File: config.mk
export PLATFORM = sky130hd
export DESIGN_NAME = instr_decode_stage
export DESIGN_NICKNAME = d
export VERILOG_FILES = /design/src/rtl/instr_decode_stage_pkg.sv /design/src/rtl/instr_decode_stage_classify.sv /design/src/rtl/instr_decode_stage.sv
export SDC_FILE = /design/constraint.sdc
export NUM_CORES = 1
export LEC_CHECK = 0
export ABC_AREA = 1
export CORE_MARGIN = 2
export CORE_UTILIZATION = 45
export DETAILED_ROUTE_END_ITERATION = 8
export PLACE_DENSITY = 0.81
export SLEW_MARGIN = 20
export SYNTH_ARGS = -nofsm -noshare
export SYNTH_HDL_FRONTEND = slang
export SYNTH_SLANG_ARGS = --single-unit
File: constraint.sdc
create_clock -name clk -period 9.6 [get_ports clk]
set_input_delay 1.92 -clock clk [delete_from_list [all_inputs] [get_ports clk]]
set_output_delay 1.92 -clock clk [all_outputs]
set_load 0.1 [all_outputs]
File: src/rtl/instr_decode_stage_pkg.sv
// Shared decode definitions: opcode map, type classes and stage FSM encoding.
// Imported by the decode stage, the classifier and the hazard unit.
package instr_decode_stage_pkg;

    // R group
    localparam logic [5:0] OPC_MFHI    = 6'h00;
    localparam logic [5:0] OPC_MFLO    = 6'h01;
    localparam logic [5:0] OPC_ADD     = 6'h02;
    localparam logic [5:0] OPC_ADDU    = 6'h03;
    localparam logic [5:0] OPC_SUB     = 6'h04;
    localparam logic [5:0] OPC_SUBU    = 6'h05;
    localparam logic [5:0] OPC_MULT    = 6'h06;
    localparam logic [5:0] OPC_MULTU   = 6'h07;
    localparam logic [5:0] OPC_DIV     = 6'h08;
    localparam logic [5:0] OPC_DIVU    = 6'h09;
    localparam logic [5:0] OPC_SLT     = 6'h0a;
    localparam logic [5:0] OPC_SLTU    = 6'h0b;
    localparam logic [5:0] OPC_SLL     = 6'h0c;
    localparam logic [5:0] OPC_SRL     = 6'h0d;
    localparam logic [5:0] OPC_SRA     = 6'h0e;
    localparam logic [5:0] OPC_SLLV    = 6'h0f;
    localparam logic [5:0] OPC_SRLV    = 6'h10;
    localparam logic [5:0] OPC_SRAV    = 6'h11;
    localparam logic [5:0] OPC_AND     = 6'h12;
    localparam logic [5:0] OPC_OR      = 6'h13;
    localparam logic [5:0] OPC_NOR     = 6'h14;
    // I group
    localparam logic [5:0] OPC_LUI     = 6'h15;
    localparam logic [5:0] OPC_ADDI    = 6'h16;
    localparam logic [5:0] OPC_ADDIU   = 6'h17;
    localparam logic [5:0] OPC_SLTI    = 6'h18;
    localparam logic [5:0] OPC_ANDI    = 6'h19;
    localparam logic [5:0] OPC_ORI     = 6'h1a;
    localparam logic [5:0] OPC_XORI    = 6'h1b;
    localparam logic [5:0] OPC_LW      = 6'h1c;
    localparam logic [5:0] OPC_SW      = 6'h1d;
    localparam logic [5:0] OPC_LB      = 6'h1e;
    localparam logic [5:0] OPC_LBU     = 6'h1f;
    localparam logic [5:0] OPC_SB      = 6'h20;
    // J group
    localparam logic [5:0] OPC_J       = 6'h21;
    localparam logic [5:0] OPC_JAL     = 6'h22;
    localparam logic [5:0] OPC_JR      = 6'h23;
    localparam logic [5:0] OPC_BEQ     = 6'h24;
    localparam logic [5:0] OPC_BNE     = 6'h25;
    localparam logic [5:0] OPC_BGTZ    = 6'h26;
    localparam logic [5:0] OPC_SYSCALL = 6'h27;

    localparam logic [5:0] R_LAST = OPC_NOR;
    localparam logic [5:0] I_LAST = OPC_SB;

    localparam logic [1:0] TYPE_R       = 2'd0;
    localparam logic [1:0] TYPE_I       = 2'd1;
    localparam logic [1:0] TYPE_J       = 2'd2;
    localparam logic [1:0] TYPE_ILLEGAL = 2'd3;

    typedef enum logic [1:0] {
        EMPTY = 2'd0,
        FULL  = 2'd1,
        HALT  = 2'd2
    } state_t;

endpackage

File: src/rtl/instr_decode_stage_classify.sv
// Opcode classifier: maps opcode plus function bits to R/I/J/illegal.
// Purely combinational so the hazard unit can share it.
module instr_classify
    import instr_decode_stage_pkg::*;
(
    input  logic [5:0] opcode,
    input  logic [5:0] funct,
    output logic [1:0] instr_type,
    output logic       is_syscall
);

    always_comb begin
        instr_type = TYPE_ILLEGAL;
        // R-type words reserve the low six bits; anything nonzero there is malformed
        if (opcode <= R_LAST)
            instr_type = (funct == 6'd0) ? TYPE_R : TYPE_ILLEGAL;
        else if (opcode <= I_LAST)
            instr_type = TYPE_I;
        else if (opcode <= OPC_SYSCALL)
            instr_type = TYPE_J;
    end

    assign is_syscall = (opcode == OPC_SYSCALL);

endmodule

File: src/rtl/instr_decode_stage.sv
// Registered decode stage: one-entry output buffer with valid/ready toward execute,
// field split, classification, syscall halt and decode/illegal counters.
module instr_decode_stage
    import instr_decode_stage_pkg::*;
#(
    parameter int CNT_W = 32
) (
    input  logic             clk,
    input  logic             rst,
    input  logic             in_valid,
    output logic             in_ready,
    input  logic [31:0]      instruction_code,
    input  logic [31:0]      pc,
    input  logic             flush,
    input  logic             resume,
    output logic             out_valid,
    input  logic             out_ready,
    output logic [31:0]      out_pc,
    output logic [5:0]       opcode,
    output logic [4:0]       rs,
    output logic [4:0]       rt,
    output logic [4:0]       rd,
    output logic [4:0]       shift_amt,
    output logic [15:0]      Imm_operand,
    output logic [31:0]      imm_sext,
    output logic [25:0]      jump_target,
    output logic [1:0]       instr_type,
    output logic             is_syscall,
    output logic             halted,
    output logic [CNT_W-1:0] decode_count,
    output logic [CNT_W-1:0] illegal_count
);

    state_t      state, state_nxt;
    logic        pending, pending_nxt;
    logic        out_valid_nxt;
    logic [31:0] word_q;
    logic        accept;
    logic        consumed;
    logic [1:0]  cls_type;
    logic        cls_sys;

    instr_classify u_classify (
        .opcode     (instruction_code[31:26]),
        .funct      (instruction_code[5:0]),
        .instr_type (cls_type),
        .is_syscall (cls_sys)
    );

    assign in_ready = !rst && !flush && (state != HALT) && (!out_valid || out_ready);
    assign accept   = in_valid && in_ready;
    // A flush retires the held word just like a transfer does
    assign consumed = out_valid && (out_ready || flush);

    always_comb begin
        state_nxt     = state;
        pending_nxt   = pending;
        out_valid_nxt = out_valid;

        if (flush)          out_valid_nxt = 1'b0;
        else if (accept)    out_valid_nxt = 1'b1;
        else if (out_ready) out_valid_nxt = 1'b0;

        case (state)
            EMPTY: begin
                if (accept) state_nxt = cls_sys ? HALT : FULL;
            end
            FULL: begin
                if (accept)                  state_nxt = cls_sys ? HALT : FULL;
                else if (out_ready || flush) state_nxt = EMPTY;
            end
            HALT: begin
                // Resume is only honoured once the syscall has left the buffer
                if (!out_valid) begin
                    if (resume) state_nxt = EMPTY;
                end else if (consumed) begin
                    if (resume || pending) state_nxt = EMPTY;
                end else if (resume) begin
                    pending_nxt = 1'b1;
                end
            end
            default: state_nxt = EMPTY;
        endcase

        if (state_nxt != HALT) pending_nxt = 1'b0;
    end

    always_ff @(posedge clk or posedge rst) begin
        if (rst) begin
            state         <= EMPTY;
            pending       <= 1'b0;
            out_valid     <= 1'b0;
            word_q        <= '0;
            out_pc        <= '0;
            instr_type    <= TYPE_R;
            is_syscall    <= 1'b0;
            decode_count  <= '0;
            illegal_count <= '0;
        end else begin
            state     <= state_nxt;
            pending   <= pending_nxt;
            out_valid <= out_valid_nxt;
            if (accept) begin
                word_q       <= instruction_code;
                out_pc       <= pc;
                instr_type   <= cls_type;
                is_syscall   <= cls_sys;
                decode_count <= decode_count + CNT_W'(1);
                if (cls_type == TYPE_ILLEGAL)
                    illegal_count <= illegal_count + CNT_W'(1);
            end
        end
    end

    assign opcode      = word_q[31:26];
    assign rs          = word_q[25:21];
    assign rt          = word_q[20:16];
    assign rd          = word_q[15:11];
    assign shift_amt   = word_q[10:6];
    assign Imm_operand = word_q[15:0];
    assign imm_sext    = {{16{word_q[15]}}, word_q[15:0]};
    assign jump_target = word_q[25:0];
    assign halted      = (state == HALT);

endmodule

==> tab_implementation.tex <==
\begin{tabular}{lr}
\hline
Metric & Value \\
\hline
\multicolumn{2}{l}{\textbf{Run status}} \\
\quad Outcome & complete, no violations \\
\multicolumn{2}{l}{\textbf{Yosys}} \\
\quad Number of warnings printed during yosys synthesis & 0 \\
\quad Count of mapped cells out of synthesis & 1049 \\
\quad Post-synthesis cell area & 7480 sq um \\
\quad Register area share after synthesis & 45.2\% \\
\quad Nets in the synthesized netlist & 1121 \\
\quad Synthesized flop and latch total & 135 \\
\quad Distinct cell type count after synthesis & 28 \\
\quad Post-Synthesis Mean Instance Area & 7.13 sq um \\
\multicolumn{2}{l}{\textbf{Layout}} \\
\quad Total non-filler cell area in the finished layout & 10400 sq um \\
\quad ANT cells & 0 \\
\quad Layout cells sized above 1 & 4.84\% \\
\quad Post-Route Utilization & 63.5\% \\
\quad Final nets & 1320 \\
\quad Commonest cells after routing, fill and taps aside & nand2\_1 (553), clkdlybuf4s50\_1 (271), dfrtp\_1 (135) \\
\quad Layout area overhead & 39.4\% \\
\quad Most common cell after layout, fill and taps aside & nand2\_1 \\
\multicolumn{2}{l}{\textbf{Drt}} \\
\quad Number of DRC markers after the initial detailed-route iteration & 488 \\
\quad First-pass DRT Iterations & 5 \\
\quad Via count & 7053 \\
\quad Wire length per cell after detailed routing & 13.6 um \\
\quad Vias per std cell & 4.76 \\
\quad Residual DRC & 0 \\
\quad Final wirelength & 20200 um \\
\quad Antenna Violating Nets Remaining & 0 \\
\multicolumn{2}{l}{\textbf{Clocking}} \\
\quad Clock buffer count from CTS & 17 \\
\quad CTS H-tree depth & 4 \\
\quad Clock sink total & 135 \\
\quad Number of setup buffers added after CTS & 0 \\
\quad Latest clock arrival within the worst-skew pair & 0.43 ns \\
\quad TritonCTS clock tree & yes \\
\quad Clock Root Buffer & clkbuf\_16 \\
\quad Worst-path clk slew & 0.07 ns \\
\quad Hold\_buf cts & 0 \\
\quad Clk buf depth & 2 \\
\quad Post-CTS resize count & 0 \\
\multicolumn{2}{l}{\textbf{STA}} \\
\quad Final hold viol count & 0 \\
\quad Worst slew margin & 25.3\% \\
\quad Actual transition at the worst max-transition pin & 1.12 ns \\
\quad Worst clock skew & 0.00986 ns \\
\quad Final Setup Violations & 0 \\
\quad Worst Hold Margin & 0.467 ns \\
\quad Fmax achieved & 171 MHz \\
\quad Unrepaired setup endpoints after global routing & false \\
\quad Final worst-path cycle share & 60.8\% \\
\quad Number of max-slew violations in the final report & 0 \\
\quad Shortest clock period the worst path allows after layout & 5.83 ns \\
\quad Setup TNS Final & 0 ns \\
\multicolumn{2}{l}{\textbf{Placed design}} \\
\quad PortBufs & 271 \\
\quad DP Area & 9840 sq um \\
\quad Half-perimeter wire length after detailed placement & 14500 um \\
\quad Last weighted congestion value of the routability-driven placer & 0.895 \\
\multicolumn{2}{l}{\textbf{Floorplanning}} \\
\quad Die Y & 133 um \\
\quad Number of rows in the core area & 47 \\
\quad Initial Util & 45.6\% \\
\quad Die Footprint & 17700 sq um \\
\quad X dimension of the die & 133 um \\
\quad Placeable core region & 16400 sq um \\
\quad Boundary Pins & 272 \\
\multicolumn{2}{l}{\textbf{Worst setup path}} \\
\quad Kind of end point of the critical path & primary output \\
\quad Data required time at the worst endpoint & 7.68 ns \\
\quad CP Max Fanout & 2 \\
\quad Critical path start-end classification & input pin to primary output \\
\quad Worst Setup Start Kind & input pin \\
\quad Data arrival, critical path & 3.91 ns \\
\multicolumn{2}{l}{\textbf{Global route}} \\
\quad Pin count of the biggest net entering global routing & 98 \\
\quad First-pass GRT wire length & 32800 um \\
\quad Global route overflow & 0 \\
\quad Vias in the first global route & 6622 \\
\quad Global Route Usage Sum & 23.2\% \\
\quad Number of antenna violations at the first check in global routing & 0 \\
\multicolumn{2}{l}{\textbf{Pwr}} \\
\quad PwrDens & 247 nW/um\^{}2 \\
\quad Maximum vdd ir drop & 0.000217 V \\
\quad Static leakage power & 4.92 nW \\
\multicolumn{2}{l}{\textbf{Hold path}} \\
\quad Kind of path behind the tightest hold check & register to register \\
\multicolumn{2}{l}{\textbf{Flow run}} \\
\quad Max-capacitance violation count & 0 \\
\hline
\end{tabular}
synth_stat cells (all sizes together):
master	instances	area, sq um
nand2	557	2100
dfrtp	135	3380
nor2	119	492
buf	92	649
inv	53	199
nand3	27	150
xor2	18	158
nand3b	12	90.1
xnor2	12	105
o21ai	8	40.0
nand4	5	31.3
a21oi	2	13.8
clkbuf	2	7.51
ha	2	25.0
and2	1	6.26
nor3	1	10.0
nor3b	1	7.51
o21a	1	7.51
or2	1	6.26
metal layers:
layer  global-route usage (%)  share of wire (%)  vias up
met1                     29.8                 43     3226
met5                        0                  0        -
met2                     38.3                 48      278
met4                     8.84                2.2        0
met3                     5.33                6.8       34
li1                         -                  -     3515
area by class of cell:
cell class / instances / area (sq um)
Timing Repair Buffer: 274 / 2740
Inverter: 53 / 204
Clock inverter: 15 / 164
Multi-Input combinational cell: 767 / 3240
Tap cell: 220 / 275
Clock buffer: 17 / 425
Sequential cell: 135 / 3380
Fill cell: 1421 / 5980
worst paths after layout:
kind,startpoint,end,slack (ns),cells after the start
worst max-delay path,rst,in_ready,3.77,5
worst min register to register,state[1],state[0],0.47,1
worst max register to register,state[0],illegal_count[15],7.16,8
min in group asynchronous,rst,illegal_count[30],2.06,2
max in group asynchronous,rst,word_q[11],6.36,3
worst min-delay path,state[1],state[0],0.47,1
power by group:
group / switching, W / internal, W
logic: 0.000979 / 0.000246
clock network: 0.000300 / 0.000352
registers: 0.0000677 / 0.000632
state kept, by name (all words and copies together) (netlist names):
| signal | cells |
|---|---|
| pending | 1 |
| illegal_count | 32 |
| out_pc | 32 |
| decode_count | 32 |
| is_syscall | 1 |
| out_valid | 1 |
| state | 2 |
| instr_type | 2 |
| word_q | 32 |
worst max-delay path, cell delays in order:
cell             delay (ns)
clkdlybuf4s50_1        0.51
nor2_2                 0.19
nand3_2                0.12
inv_1                  0.06
clkdlybuf4s50_1        1.12
stage by stage:
step                      total power, W  cells  setup slack (ns)
after CTS                        0.00260   1481              3.77
after detailed placement         0.00194   1449              3.77
after global placement           0.00193   1449              3.79
after floorplan                  0.00171   1049              4.07
final                            0.00258   1481              3.77
after global routing             0.00266   1481              3.71
cell families after synthesis:
| family | after synthesis | share of synthesized area [%] |
|---|---|---|
| AOI/OAI and AO/OA | 11 | 0.820 |
| xor gates and xnor gates | 30 | 3.51 |
| adders and majority gates | 2 | 0.335 |
| buffers and inverters | 147 | 11.4 |
| DFF | 135 | 45.2 |
| and+or+nand+nor | 724 | 38.7 |
Note: power is estimated with default switching activity, not from simulation.
